==> config.mk <==
export PLATFORM = sky130hd
export DESIGN_NAME = alu_req_sequencer
export DESIGN_NICKNAME = d
export VERILOG_FILES = /design/src/rtl/alu_req_sequencer.sv
export SDC_FILE = /design/constraint.sdc
export NUM_CORES = 1
export LEC_CHECK = 0
export ABC_AREA = 1
export CORE_ASPECT_RATIO = 0.6
export CORE_MARGIN = 2
export CORE_UTILIZATION = 59
export CTS_CLUSTER_DIAMETER = 30
export DETAILED_ROUTE_END_ITERATION = 10
export PLACE_DENSITY = 0.84
export SLEW_MARGIN = 15
export SYNTH_ARGS = -nofsm -noshare
export SYNTH_HDL_FRONTEND = slang
export SYNTH_SLANG_ARGS = --single-unit
==> constraint.sdc <==
create_clock -name clk -period 8.6 [get_ports clk]
set_input_delay 2.15 -clock clk [delete_from_list [all_inputs] [get_ports clk]]
set_output_delay 2.15 -clock clk [all_outputs]
set_load 0.005 [all_outputs]
==> src/rtl/alu_req_sequencer.sv <==
// -----------------------------------------------------------------------------
// alu_req_sequencer
//
// Issue stage in front of a registered ALU that takes one cycle. Tagged requests
// arrive on a valid/ready interface and wait in a request FIFO. At most one
// operation is issued per cycle. Each result is captured the cycle after its
// issue and handed back, with its tag, on a valid/ready response interface.
// Issue is credit-gated, so every result already in the ALU pipe has a
// response slot reserved for it.
//
// Ports
//   clk, rst_n              clock (rising edge), asynchronous active-low reset
//   req_valid / req_ready   request handshake; req_ready = request FIFO not full
//   req_a, req_b            operands
//   req_op                  opcode 0 ADD,1 SUB,2 AND,3 OR,4 XOR,5 SLL,6 SRL,7 SRA
//   req_tag                 request id, returned unchanged with the response
//   alu_a, alu_b            registered operands to the ALU
//   alu_opcode              registered opcode to the ALU
//   alu_enable              one-cycle issue strobe
//   alu_result              ALU result, valid the cycle after alu_enable
//   alu_overflow            ALU overflow, same timing as alu_result
//   rsp_valid / rsp_ready   response handshake; rsp_valid = buffer not empty
//   rsp_result              result
//   rsp_zero                rsp_result == 0
//   rsp_overflow            alu_overflow for ADD/SUB, 0 for other ops
//   rsp_err                 opcode was above 7
//   rsp_tag                 tag of the request
//   busy                    request FIFO, ALU pipe or response buffer occupied
// -----------------------------------------------------------------------------
module alu_req_sequencer #(
    parameter int DATA_WIDTH = 32,
    parameter int TAG_WIDTH  = 4,
    parameter int REQ_DEPTH  = 4,
    parameter int RSP_DEPTH  = 2
) (
    input  logic                  clk,
    input  logic                  rst_n,
    input  logic                  req_valid,
    output logic                  req_ready,
    input  logic [DATA_WIDTH-1:0] req_a,
    input  logic [DATA_WIDTH-1:0] req_b,
    input  logic [3:0]            req_op,
    input  logic [TAG_WIDTH-1:0]  req_tag,
    output logic [DATA_WIDTH-1:0] alu_a,
    output logic [DATA_WIDTH-1:0] alu_b,
    output logic [3:0]            alu_opcode,
    output logic                  alu_enable,
    input  logic [DATA_WIDTH-1:0] alu_result,
    input  logic                  alu_overflow,
    output logic                  rsp_valid,
    input  logic                  rsp_ready,
    output logic [DATA_WIDTH-1:0] rsp_result,
    output logic                  rsp_zero,
    output logic                  rsp_overflow,
    output logic                  rsp_err,
    output logic [TAG_WIDTH-1:0]  rsp_tag,
    output logic                  busy
);

    localparam int REQ_AW = $clog2(REQ_DEPTH);
    localparam int REQ_CW = REQ_AW + 1;
    localparam int RSP_AW = $clog2(RSP_DEPTH);
    localparam int RSP_CW = RSP_AW + 1;
    localparam int OCC_W  = RSP_CW + 1;

    typedef struct packed {
        logic [DATA_WIDTH-1:0] a;
        logic [DATA_WIDTH-1:0] b;
        logic [3:0]            op;
        logic [TAG_WIDTH-1:0]  tag;
    } req_t;

    typedef struct packed {
        logic [DATA_WIDTH-1:0] result;
        logic                  zero;
        logic                  overflow;
        logic                  err;
        logic [TAG_WIDTH-1:0]  tag;
    } rsp_t;

    // ---------------------------------------------------------------- storage
    req_t              req_mem [REQ_DEPTH];
    logic [REQ_AW-1:0] req_wr_ptr_q, req_rd_ptr_q;
    logic [REQ_CW-1:0] req_count_q, req_count_d;

    rsp_t              rsp_mem [RSP_DEPTH];
    logic [RSP_AW-1:0] rsp_wr_ptr_q, rsp_rd_ptr_q;
    logic [RSP_CW-1:0] rsp_count_q, rsp_count_d;

    // ALU pipe tracking: stage 1 is the op currently in the ALU (alu_enable_q),
    // stage 2 is the op whose result is on alu_result this cycle.
    logic [DATA_WIDTH-1:0] alu_a_q, alu_b_q;
    logic [3:0]            alu_opcode_q;
    logic                  alu_enable_q;
    logic [TAG_WIDTH-1:0]  s1_tag_q, s2_tag_q;
    logic                  s1_addsub_q, s2_addsub_q;
    logic                  s1_err_q, s2_err_q;
    logic                  s2_vld_q;

    // ------------------------------------------------------------- handshakes
    logic       req_full, req_empty, req_push;
    logic       rsp_pop;
    logic       credit_ok, issue;
    logic [OCC_W-1:0] occ;
    req_t       req_head;
    rsp_t       rsp_head;

    assign req_full  = (req_count_q == REQ_CW'(REQ_DEPTH));
    assign req_empty = (req_count_q == '0);
    assign req_ready = !req_full;
    assign req_push  = req_valid && req_ready;
    assign req_head  = req_mem[req_rd_ptr_q];

    assign rsp_valid = (rsp_count_q != '0);
    assign rsp_pop   = rsp_valid && rsp_ready;
    assign rsp_head  = rsp_mem[rsp_rd_ptr_q];

    // Slots already promised: buffered responses plus both ALU stages. A pop
    // this cycle frees one. A new issue needs one more slot, so the
    // promised total must stay strictly below the depth.
    assign occ       = OCC_W'(rsp_count_q) + OCC_W'(alu_enable_q)
                     + OCC_W'(s2_vld_q) - OCC_W'(rsp_pop);
    assign credit_ok = (occ < OCC_W'(RSP_DEPTH));
    assign issue     = !req_empty && credit_ok;

    // NOTE: every signal assigned in always_comb gets a default first, so no
    // path leaves it unassigned and no latch is inferred.
    always_comb begin
        req_count_d = req_count_q;
        if (req_push && !issue) begin
            req_count_d = req_count_q + REQ_CW'(1);
        end else if (!req_push && issue) begin
            req_count_d = req_count_q - REQ_CW'(1);
        end

        rsp_count_d = rsp_count_q;
        if (s2_vld_q && !rsp_pop) begin
            rsp_count_d = rsp_count_q + RSP_CW'(1);
        end else if (!s2_vld_q && rsp_pop) begin
            rsp_count_d = rsp_count_q - RSP_CW'(1);
        end
    end

    // --------------------------------------------------------- control state
    // NOTE: sequential state uses non-blocking assignments only, so every
    // register samples pre-edge values regardless of statement order.
    always_ff @(posedge clk or negedge rst_n) begin
        if (!rst_n) begin
            req_wr_ptr_q <= '0;
            req_rd_ptr_q <= '0;
            req_count_q  <= '0;
            rsp_wr_ptr_q <= '0;
            rsp_rd_ptr_q <= '0;
            rsp_count_q  <= '0;
            alu_a_q      <= '0;
            alu_b_q      <= '0;
            alu_opcode_q <= '0;
            alu_enable_q <= 1'b0;
            s1_tag_q     <= '0;
            s1_addsub_q  <= 1'b0;
            s1_err_q     <= 1'b0;
            s2_vld_q     <= 1'b0;
            s2_tag_q     <= '0;
            s2_addsub_q  <= 1'b0;
            s2_err_q     <= 1'b0;
        end else begin
            req_count_q <= req_count_d;
            rsp_count_q <= rsp_count_d;
            if (req_push) req_wr_ptr_q <= req_wr_ptr_q + REQ_AW'(1);
            if (issue)    req_rd_ptr_q <= req_rd_ptr_q + REQ_AW'(1);
            if (s2_vld_q) rsp_wr_ptr_q <= rsp_wr_ptr_q + RSP_AW'(1);
            if (rsp_pop)  rsp_rd_ptr_q <= rsp_rd_ptr_q + RSP_AW'(1);

            // Operands hold their last values when nothing is issued.
            alu_enable_q <= issue;
            if (issue) begin
                alu_a_q      <= req_head.a;
                alu_b_q      <= req_head.b;
                alu_opcode_q <= req_head.op;
                s1_tag_q     <= req_head.tag;
                s1_addsub_q  <= (req_head.op == 4'd0) || (req_head.op == 4'd1);
                s1_err_q     <= req_head.op[3];
            end

            s2_vld_q    <= alu_enable_q;
            s2_tag_q    <= s1_tag_q;
            s2_addsub_q <= s1_addsub_q;
            s2_err_q    <= s1_err_q;
        end
    end

    // ---------------------------------------------------------- data storage
    // NOTE: the FIFO arrays are not reset; the counts and pointers alone say
    // which entries are live, and outputs are masked while the buffer is empty.
    always_ff @(posedge clk) begin
        if (req_push) begin
            req_mem[req_wr_ptr_q] <= '{a: req_a, b: req_b, op: req_op, tag: req_tag};
        end
        if (s2_vld_q) begin
            rsp_mem[rsp_wr_ptr_q] <= '{result:   alu_result,
                                       zero:     (alu_result == '0),
                                       overflow: s2_addsub_q && alu_overflow,
                                       err:      s2_err_q,
                                       tag:      s2_tag_q};
        end
    end

    // --------------------------------------------------------------- outputs
    assign alu_a      = alu_a_q;
    assign alu_b      = alu_b_q;
    assign alu_opcode = alu_opcode_q;
    assign alu_enable = alu_enable_q;

    always_comb begin
        rsp_result   = '0;
        rsp_zero     = 1'b0;
        rsp_overflow = 1'b0;
        rsp_err      = 1'b0;
        rsp_tag      = '0;
        if (rsp_valid) begin
            rsp_result   = rsp_head.result;
            rsp_zero     = rsp_head.zero;
            rsp_overflow = rsp_head.overflow;
            rsp_err      = rsp_head.err;
            rsp_tag      = rsp_head.tag;
        end
    end

    assign busy = !req_empty || alu_enable_q || s2_vld_q || rsp_valid;

endmodule

; ---- After elaboration in Yosys (flattened, before gate mapping)
; Memory sizes are Yosys's and may differ from the RTL's.
; Index checks and enable logic that the tools add are counted.
[classes]
magnitude_cmp = 1
muxes = 13
eq_ne = 2
addsub = 11
reduce_logical = 24
[ops]
columns = cell, count
row1 = 32-bit zero test, 1
row2 = 32-bit 2-to-1 mux, 1
row3 = 1-bit logical AND, 8
row4 = 1-bit 2-to-1 mux, 7
row5 = 2-bit by 1-bit adder with 2-bit output (second input constant), 3
row6 = 1-bit zero test, 6
row7 = 3-bit 2-to-1 mux, 2
row8 = 2-bit nonzero test, 3
row9 = 4-bit by 1-bit equality test with 1-bit output (second input constant), 1
row10 = 4-bit zero test, 1
row11 = 1-bit logical OR, 4
row12 = 2-bit 2-to-1 mux, 2
row13 = 4-bit 2-to-1 mux, 1
row14 = 2-bit by 1-bit adder with 3-bit output, 1
row15 = 3-bit by 1-bit adder with 3-bit output, 1
row16 = 3-bit by 1-bit adder with 3-bit output (second input constant), 1
row17 = 3-bit equality test (second input constant), 1
row18 = 3-bit zero test, 1
row19 = 3-bit by 2-bit < comparator with 1-bit output (second input constant), 1
row20 = 3-bit by 1-bit subtractor with 3-bit output, 1
row21 = 3-bit by 1-bit subtractor with 3-bit output (second input constant), 1
row22 = 1-bit adder (second input constant), 2
row23 = 2-bit by 1-bit subtractor with 2-bit output (second input constant), 1
[word_totals]
wordCells = 70
regBits = 93
inputBits = 109
output_inout_bits = 111
ram_bits = 366
memories = 2
[mem_list]
columns = name, words, width, rd, rd_clocked_by_memory_dff, wr, line
row1 = req_mem, 4, 72, 1, 0, 1, 82  ; req_t req_mem [REQ_DEPTH];
row2 = rsp_mem, 2, 39, 1, 0, 1, 86  ; rsp_t rsp_mem [RSP_DEPTH];

; ---- Longest topological paths before layout
; Gate-level depths: netlist of the first run.
[logic_depth]
ltp_word = 8
depth_mapped = 19
ltp_nobuf = 18

; ---- Worst setup path before layout of the first run
; OpenSTA, ideal clock, no wires.
[synth_path]
path_kind = input -> register
startpoint = in req_valid
endpoint = mem req_mem[0][0] (netlist name) (enable)
setup_ns = 0.503
path_stages = 2
t_arrival_ns = 5.298
setup_slack_ns = 2.799
path_cell_list = nand2_1 > nor2_1
[synth_between]
elab_chain_len = 3
[synth_rtl]
columns = element, line
row1 = "start, declared", 38  ; input logic req_valid,
row2 = 1-bit logical AND, 111  ; assign req_push = req_valid && req_ready;
row3 = 1-bit 2-to-1 mux, 196  ; if (req_push) begin
row4 = 1-bit 2-to-1 mux (implied by the code), 197  ; req_mem[req_wr_ptr_q] <= '{a: req_a, b: req_b, op: req_op, tag: req_tag};
row5 = "end, declared", 82
; No other way between the ends.

; ---- Final worst setup path of the first run
[layout_path]
startpoint = in rsp_ready
endpoint = reg req_count_q[2]
[layout_between]
elab_chain_len = 7
elab_cells_between_ends = 9
[layout_rtl]
columns = element, line
row1 = "start, declared", 51  ; input logic rsp_ready,
row2 = 1-bit logical AND *, 115  ; assign rsp_pop = rsp_valid && rsp_ready;
row3 = net rsp_pop, 102  ; logic rsp_pop;
row4 = 3-bit by 1-bit subtractor with 3-bit output *, 122  ; + OCC_W'(s2_vld_q) - OCC_W'(rsp_pop);
row5 = 3-bit by 2-bit < comparator with 1-bit output *, 123  ; assign credit_ok = (occ < OCC_W'(RSP_DEPTH));
row6 = 1-bit logical AND *, 124  ; assign issue = !req_empty && credit_ok;
row7 = 1-bit zero test, 130  ; if (req_push && !issue) begin
row8 = 1-bit logical AND, 130
row9 = 3-bit 2-to-1 mux / 2-bit nonzero test (equally long branches), n/a
row10 = "end signal, assigned", 167  ; req_count_q <= req_count_d;
row11 = "end, declared", 84  ; logic [REQ_CW-1:0] req_count_q, req_count_d;
; Mark *: on every way through the listed nets, which the timed path passes. The rest lies on a longest branch.
; A chain may end at the register's enable or synchronous reset.

==> run summary, run 1 <==
commonest non-fill, non-tap cell in the layout - edfxtp_1
PD cells - 402 mW/mm2
number of port buffers - 219
first-pass GRT wire length - 60700 um
Area contributors post-synth - edfxtp_1, dfrtp_1, nand2_1, nor2_1, o21ai_0
setup ws final - 2.86 ns
Die W - 227 um
clk buf depth - 3
vias per inst - 5.50
die area - 0.0312 mm2
FMAX - 0.174 GHz
worst path arrival time - 6.18 ns
prevailing post-synth register cell - edfxtp_1
largest area contributor in the netlist - edfxtp_1
CTS tree - yes
final net count - 1746
Ys Warns - 0
# Post-CTS Setup Buffers - 0
CTS Root Cell - clkbuf_16
status - finished clean
clk_lat worst skew - 0.57 ns
Synth Area per Inst - 12.4 um2
max_cap viols - 0
Yosys reg bits - 458
critical path class - in -> reg
worst slew pin tran - 1.09 ns
Seq/Total Area, Yosys - 0.758
leading cell types in the layout, fill and taps excluded - edfxtp_1, nand2_1, nor2_1
Largest stage delay, worst path - 0.76 ns
CTS Buf Count - 54
number of I/O pins - 220
power consumption - 8800 uW
worst-path fanout max - 78
layout cells sized above 1 - 0.0760
WHS - 0.370 ns
Layout Skew - 0.0132 ns
1st-pass router iterations - 5
initial core utilization - 0.604
H-tree levels - 2
min Tclk post-route - 5.74 ns
syn_nets - 1528
Synth cell types - 24
initial antenna violation count - 2
leak pwr - 0.00821 uW
largest net degree at the start of global routing - 104
DR DRC count - 0
vias in the first global route - 11.2k
part of the power in combinational logic - 0.348
Die Ht - 138 um
total gr overflow - 0
GR peak layer - met2
crit start category - primary input
Peak VDD IR - 0.000396 V
FF-to-FF setup slack - 4.25 ns
TNS Setup - 0 ns
Via Count - 11.4k
Final Setup Violations - 0
Max-slew headroom - 0.276
slowest stage cell, crit path - buf_4
clock network fraction of total power - 0.274
met3 global-route usage - 0.0518
Worst Hold Class - reg -> reg
max-slew violation count - 0
worst-path cell chain - clkdlybuf4s50_1, nand2_1, inv_1, ha_1, inv_1, ha_1, a21o_1, fa_1, nor2_1, nor2_1, nand3_4, buf_4, ha_1, inv_1, fa_1, a21oi_1, o21ai_0, xor2_1
crit end category - flop
Placed Instances - 1970
CP required - 9.04 ns
Routed Antenna Nets - 0
FP Rows - 48
Layout Cells excl Fill - 2074
Pint - 5660 uW
final period utilization - 0.667
# hold bufs at CTS - 0
top-area cell type share of the netlist area - 0.627
asr flop ratio synth - 0.201
Post-synth EDFFs - 366
DP HPWL - 22200 um
DR WL/cell - 19.4 um
DRT iter0 DRCs - 1293
WL final - 40200 um
cells after synthesis - 1409
GR met2 Demand/Resource - 0.413
GPL Wtd Cong - 0.828
GR Layer Usage met1 - 0.366
GRT Util Overall - 0.257
Placeable Area - 0.0290 mm2
Layout area overhead - 24.9%
register share of total power - 0.378
CTS Sinks - 458
dpl ws - 2.38 ns
mapped cell area - 0.0175 mm2
Gates resized, CTS repair - 0
final hold viol count - 0
switching power - 3140 uW
CTS clk-pin slew, worst paths - 0.06 ns
unrepaired setup endpoints after global routing - no
sw frac - 0.357
-- cell usage after synthesis, drive strengths merged, types with 5 or more instances --
master	n
nor2	241
nand2	319
dfrtp	92
clkbuf	35
ha	8
edfxtp	366
buf	41
o21ai	213
inv	29
xor2	5
a21oi	42
nand3	10
-- flip-flops by register name, indices dropped and copies added (netlist names) --
register and cells:
s2_addsub_q 1, s2_tag_q 4, s1_addsub_q 1, rsp_count_q 2, req_rd_ptr_q 2, s2_err_q 1
rsp_wr_ptr_q 1, rsp_mem 78, req_mem 288, req_wr_ptr_q 2, alu_enable 1, alu_b 32
req_count_q 3, alu_a 32, alu_opcode 4, s1_tag_q 4, rsp_rd_ptr_q 1, s2_vld_q 1
-- layer usage --
layer / part of all wire / vias to the layer above
met1: 0.43 / 5626
met3: 0.073 / 44
li1: - / 5292
met4: 0.013 / 0
met5: 0 / -
met2: 0.48 / 450
-- kinds of logic (layout without fill, tap and decap cells) --
kind of cell | after synthesis | after routing | share of synthesized area
AND/OR/NAND/NOR | 573 | 573 | 0.124
flip-flops | 458 | 458 | 0.758
AO/OA/AOI/OAI | 256 | 256 | 0.0732
buffers and inverters | 105 | 368 | 0.0329
adder cells (fa/ha/maj) | 10 | 10 | 0.00799
XOR/XNOR | 7 | 7 | 0.00350
other | 0 | 2 | 0
-- power groups by stage --
| stage | clock network, uW | logic (uW) | registers [uW] |
|---|---|---|---|
| final | 2410 | 3060 | 3320 |
| after global routing | 2530 | 3390 | 3370 |
| after CTS | 2440 | 3070 | 3320 |
| after detailed placement | 0 | 3010 | 3350 |
| after global placement | 0 | 2890 | 3340 |
| after floorplan | 0 | 1880 | 3290 |
-- layout make-up --
class / count / area (um2)
Inverter: 29 / 111
Multi-Input combinational cell: 846 / 3710
Clock inverter: 42 / 531
Sequential cell: 458 / 13300
Timing Repair Buffer: 238 / 2340
Clock buffer: 59 / 1390
Tap cell: 400 / 500
Fill cell: 1777 / 7120
Antenna cell: 2 / 5.00
-- worst paths after layout --
check	from	cells past startpoint	endpoint
worst max register to register	rsp_count_q[1]	19	req_count_q[2]
min in group asynchronous	rst_n	1	alu_b[25]
worst max-delay path	rsp_ready	18	req_count_q[2]
worst min-delay path	s1_tag_q[0]	0	s2_tag_q[0]
max in group asynchronous	rst_n	2	req_rd_ptr_q[0]
worst min register to register	s1_tag_q[0]	0	s2_tag_q[0]
-- metrics by stage --
stage	utilization	cell area (um2)
3_5_place_dp	0.688	19900
4_1_cts	0.754	21900
2_1_floorplan	-	17500
3_3_place_gp	0.688	19900
5_1_grt	0.754	21900
6_report	0.755	21900
-- critical path, delay by kind of cell --
kind | cells | cell delay [ns]
buffers and inverters | 5 | 1.38
AND/OR/NAND/NOR | 4 | 0.37
XOR/XNOR | 1 | 0.15
AO/OA/AOI/OAI | 3 | 0.45
adder cells (fa/ha/maj) | 5 | 1.65
Power figures use the tool's default switching activity.
==> run 2: changes to the inputs <==
CORE_UTILIZATION = 50   (was 59)
PLACE_DENSITY = 0.76   (was 0.84)
clock period = 4.7 ns   (was 8.6 ns; I/O delays follow)
==> run 2 against run 1 <==
  * Core utilization fell by 12 points
  * Design area rose by 1.0%
  * Via count fell by 2.5%
  * Clock-buffer cell count rose by 17
  * Clock power rose by 82%
  * Non-clock buffer count fell by 1
==> run summary, run 2 (same netlist as run 1, synthesis figures left out) <==
Placed Instances - 2036 (was 1970)
1st-pass router iterations - 6 (was 5)
DP HPWL - 22200 um (about the same)
GR Layer Usage met1 - 0.313 (was 0.366)
Top Registers - req_mem (288), rsp_mem (78) (unchanged)
status - finished clean (unchanged)
Routed Antenna Nets - 0 (unchanged)
Gates resized, CTS repair - 0 (unchanged)
final hold viol count - 0 (unchanged)
initial core utilization - 0.504 (was 0.604)
DP Area - 0.0201 mm2 (was 0.0199 mm2)
setup ws final - 0.955 ns (was 2.86 ns)
largest net degree at the start of global routing - 114 (was 104)
largest reg by FF count - req_mem (unchanged)
slowest stage cell, crit path - fa_1 (was buf_4)
FMAX - 0.267 GHz
die area - 0.0366 mm2 (was 0.0312 mm2)
H-tree levels - 2 (unchanged)
number of port buffers - 219 (unchanged)
worst-path cell chain - clkdlybuf4s50_1, nand2_1, inv_1, ha_1, inv_1, ha_1, a21o_1, fa_1, nor2_1, nand3_4, ha_1, inv_1, fa_1, nor2_1, a21oi_1 (was clkdlybuf4s50_1, nand2_1, inv_1, ha_1, inv_1, ha_1, a21o_1, fa_1, nor2_1, nor2_1, nand3_4, buf_4, ha_1, inv_1, fa_1, a21oi_1, o21ai_0, xor2_1)
DR DRC count - 0 (unchanged)
total gr overflow - 0 (unchanged)
GR peak layer - met2 (unchanged)
worst path arrival time - 4.19 ns (was 6.18 ns)
delay-heaviest family, CP - adder cells (unchanged)
vias per inst - 5.16 (was 5.50)
DRT iter0 DRCs - 738 (was 1293)
clk_lat worst skew - 0.58 ns (was 0.57 ns)
final period utilization - 0.797
dpl ws - 0.369 ns (was 2.38 ns)
Layout Skew - 0.0135 ns (was 0.0132 ns)
TNS Setup - 0 ns (unchanged)
worst slew pin tran - 1.12 ns (was 1.09 ns)
leak pwr - 0.00827 uW (was 0.00821 uW)
Final Setup Violations - 0 (unchanged)
worst-path fanout max - 3 (was 78)
# hold bufs at CTS - 0 (unchanged)
GRT Util Overall - 0.217 (was 0.257)
PD cells - 723 mW/mm2 (was 402 mW/mm2)
unrepaired setup endpoints after global routing - no (unchanged)
Placeable Area - 0.0347 mm2 (was 0.0290 mm2)
Max-slew headroom - 0.252 (was 0.276)
design area - 0.0221 mm2 (was 0.0219 mm2)
clk buf depth - 3 (unchanged)
layout cells sized above 1 - 0.0801 (was 0.0760)
Layout area overhead - 26.1% (was 24.9%)
CP bufs+invs - 4 (was 5)
first-pass GRT wire length - 61300 um (was 60700 um)
commonest non-fill, non-tap cell in the layout - edfxtp_1 (unchanged)
WL final - 39300 um (was 40200 um)
crit start category - primary input (unchanged)
FF-to-FF setup slack - 1.36 ns (was 4.25 ns)
leading cell types in the layout, fill and taps excluded - edfxtp_1, nand2_1, nor2_1 (unchanged)
# Post-CTS Setup Buffers - 0 (unchanged)
CTS Root Cell - clkbuf_16 (unchanged)
Largest stage delay, worst path - 0.45 ns (was 0.76 ns)
CTS Buf Count - 61 (was 54)
number of I/O pins - 220 (unchanged)
CTS tree - yes (unchanged)
crit end category - flop (unchanged)
CTS clk-pin slew, worst paths - 0.06 ns (about the same)
WHS - 0.377 ns (was 0.370 ns)
FP Rows - 53 (was 48)
met3 global-route usage - 0.0453 (was 0.0518)
min Tclk post-route - 3.74 ns
Die W - 246 um (was 227 um)
max reg flops - 288 (unchanged)
CTS Sinks - 458 (unchanged)
max-slew violation count - 0 (unchanged)
CP required - 5.15 ns (was 9.04 ns)
critical path class - in -> reg (unchanged)
GPL Wtd Cong - 0.817 (was 0.828)
vias in the first global route - 10.9k (was 11.2k)
DR WL/cell - 18.2 um (was 19.4 um)
Worst Hold Class - reg -> reg (unchanged)
max_cap viols - 0 (unchanged)
GR met2 Demand/Resource - 0.341 (was 0.413)
Die Ht - 149 um (was 138 um)
Peak VDD IR - 0.000510 V (was 0.000396 V)
initial antenna violation count - 3 (was 2)
Via Count - 11.1k (was 11.4k)
Layout Cells excl Fill - 2156 (was 2074)
final net count - 1752 (was 1746)
-- run 2: changes by cell type in the layout (fill, tap and decap cells not counted), sizes merged --
cell,previous run,this run
diode,2,3
inv,43,42
bufinv,9,1
buf,20,19
clkbuf,59,76
clkinv,14,20
clkinvlp,5,6
-- run 2: per-layer routing --
layer,vias up,routed length (um)
met1,5425,17600
met2,326,18500
met3,71,2490
li1,5300,-
met5,-,27
met4,4,731
-- run 2: per-stage QoR --
step,power (uW),util
floorplan,9470,-
global placement,11500,0.578
detailed placement,11700,0.578
CTS,16200,0.635
global route,17100,0.636
finish,16000,0.636
-- run 2: final timing paths --
path / start / to / depth (start not counted)
worst max register to register: rsp_count_q[1] / req_count_q[1] / 16
max in group asynchronous: rst_n / req_rd_ptr_q[1] / 2
worst min register to register: s1_tag_q[2] / s2_tag_q[2] / 0
worst min-delay path: s1_tag_q[2] / s2_tag_q[2] / 0
worst max-delay path: rsp_ready / req_count_q[1] / 15
min in group asynchronous: rst_n / alu_b[2] / 1
-- run 2: power by group --
part / internal, uW / switching [uW]
Clock: 2620 / 1760
Sequential: 5580 / 562
Combinational: 2140 / 3320
-- run 2: cell type report --
class | instances | area [um2]
Tap cell | 467 | 584
Sequential cell | 458 | 13300
Inverter | 29 | 113
Timing Repair Buffer | 237 | 2410
Fill cell | 2576 | 12600
Clock buffer | 76 | 1680
Clock inverter | 40 | 313
Multi-Input combinational cell | 846 | 3710
Antenna cell | 3 | 7.51
==> RTL edit, RTL diff (flow settings as in run 2) <==
Change the parameter `TAG_WIDTH` from 4 to 6.
--- a/src/rtl/alu_req_sequencer.sv
+++ b/src/rtl/alu_req_sequencer.sv
@@ -29,7 +29,7 @@
 // -----------------------------------------------------------------------------
 module alu_req_sequencer #(
     parameter int DATA_WIDTH = 32,
-    parameter int TAG_WIDTH  = 4,
+    parameter int TAG_WIDTH  = 6,
     parameter int REQ_DEPTH  = 4,
     parameter int RSP_DEPTH  = 2
 ) (
Ports: changed (resized req_tag and rsp_tag); port bits go from 220 to 224. The function was not compared with the original's and may differ.
==> RTL edit against run 2 <==
Die area rose by 2.9%; routed wire length up 3.7%; critical path type unchanged; setup slack gained 66 ps; total power increased by 3.6%; cell area rose by 3.0%; fmax is 1.8% higher; sequential cell count increased by 16; count of clock-buffer cells in the layout did not move; cell count grew 2.3%; synthesized area grew 2.9%; synthesized cell count increased by 3.1%.
==> RTL edit: results (changes against run 2) <==
Global routing:
- The total track usage is 21.68% (about the same).
- The number of antenna violations at the first check in global routing is 6 (+3).
- The first-pass GRT wire length is 63.45 mm (+3.5%).
- The via count of the first global-routing pass was 11540 (+6.3%).

Synthesis:
- The share of flip-flops with an asynchronous set or reset is 20.25% (+0.17 points).
- The net count after synthesis came to 1574 (+3.0%).
- The register area share after synthesis was 76.23% (+0.40 points).
- The commonest cells after synthesis are sky130_fd_sc_hd__edfxtp_1 (378), sky130_fd_sc_hd__nand2_1 (331), sky130_fd_sc_hd__nor2_1 (249).
- The count of flip-flops with a built-in enable after synthesis is 378 (+3.3%).

Setup path:
- The register-to-register setup slack is 1400 ps (+40 ps).
- The worst-path maximum fanout was 39 (+36).
- Following the worst setup path forward leads to its endpoint at alu_b[3].

Layout:
- The layout cell share with drive strength beyond 1 came to 7.781% (-0.23 points).
- The total number of nets in the final design is 1804 (+3.0%).
- The largest registers in the layout are req_mem (296), rsp_mem (82).

Detailed routing:
- The per-cell via count in the routed design is 5.237 (+1.5%).
- The length of the first detailed-routing pass in iterations is 5 (-1).
- The number of violations reported at the end of detailed-routing iteration 0 was 1029 (+39%).

Pwr:
- The leakage power of the design was 0.008515 uW (+3.0%).
- The largest vdd supply drop is 0.0005240 V (+2.7%).

Place:
- The count of buffers inserted at the top-level ports is 223 (+1.8%).
- The detailed placer's ending HPWL is 23.21 mm (+4.4%).
- The worst slack at placement is 403.7 ps (+34.42 ps).

STA:
- The worst setup slack after layout is 1021 ps (+65.92 ps).

Clock tree:
- The clock latency on the worst-skew pair was 600 ps (+20 ps).

Outcome:
- The flow ran to the end, and the final reports show no timing, DRC or antenna violations.
[RTL edit: how the worst min path moves through the flow]
| stage | from | to | slack (ps) | cells after the start |
|---|---|---|---|---|
| detailed placement | s1_tag_q[5] | s2_tag_q[5] | 360 | 0 |
| CTS | s1_tag_q[5] | s2_tag_q[5] | 380 | 0 |
| floorplan | s1_addsub_q | s2_addsub_q | 350 | 0 |
| finish | s1_tag_q[5] | s2_tag_q[5] | 380 | 0 |
| global placement | s1_tag_q[4] | s2_tag_q[4] | 360 | 0 |
| global route | s1_tag_q[2] | s2_tag_q[2] | 390 | 0 |
[RTL edit: metal layers]
layer / wire length, um / part of all wire, % / global-route usage [%]
met1: 17870 / 44 / 29.11
met2: 19790 / 49 / 36.08
met3: 2486 / 6.1 / 5.173
met4: 603 / 1.5 / 5.663
met5: 13 / 0.032 / 0
[RTL edit: report_power, final]
part | internal, uW | switching (uW) | total [uW] | leakage (uW)
Sequential | 5780 | 644 | 6420 | 0.00465
Combinational | 2160 | 3370 | 5540 | 0.00288
Clock | 2770 | 1850 | 4620 | 0.000989
[RTL edit: cell families (layout without fill, tap and decap cells)]
group | after synthesis | after routing | share of synthesized area, %
flops | 474 | 474 | 76.23
fa+ha+maj | 10 | 10 | 0.7767
other cells | 0 | 4 | 0
xor+xnor | 7 | 7 | 0.3398
simple gates | 593 | 593 | 12.47
compound gates | 262 | 262 | 7.282
buf+inv | 107 | 389 | 2.906
[RTL edit: through the flow]
step | TNS [ps] | std cells | cell area, um2
2_1_floorplan | -62790 | 1453 | 18040
3_3_place_gp | 0 | 2087 | 20710
3_5_place_dp | 0 | 2087 | 20710
4_1_cts | 0 | 2202 | 22760
5_1_grt | 0 | 2204 | 22770
6_report | 0 | 2206 | 22770
[RTL edit: critical path: stages]
cell and delay [ps]:
sky130_fd_sc_hd__clkdlybuf4s50_1 400, sky130_fd_sc_hd__nand2_1 120, sky130_fd_sc_hd__inv_1 60, sky130_fd_sc_hd__ha_1 260
sky130_fd_sc_hd__inv_1 40, sky130_fd_sc_hd__ha_1 260, sky130_fd_sc_hd__a21o_1 190, sky130_fd_sc_hd__fa_1 460
sky130_fd_sc_hd__nor2_1 190, sky130_fd_sc_hd__nand3_4 90, sky130_fd_sc_hd__buf_4 190, sky130_fd_sc_hd__clkinv_2 60
sky130_fd_sc_hd__buf_4 440, sky130_fd_sc_hd__nand2_1 150, sky130_fd_sc_hd__nand2_1 100
[RTL edit: final cells by class]
class                      count  area [um2]
antenna                        4       10.01
sequential                   474       13760
timing repair buffer         245        2432
clock inverter                39       444.2
multi-input combinational    872        3817
clock buffer                  76        1613
tap                          467       584.3
inverter                      29       112.6
fill                        2512       12500
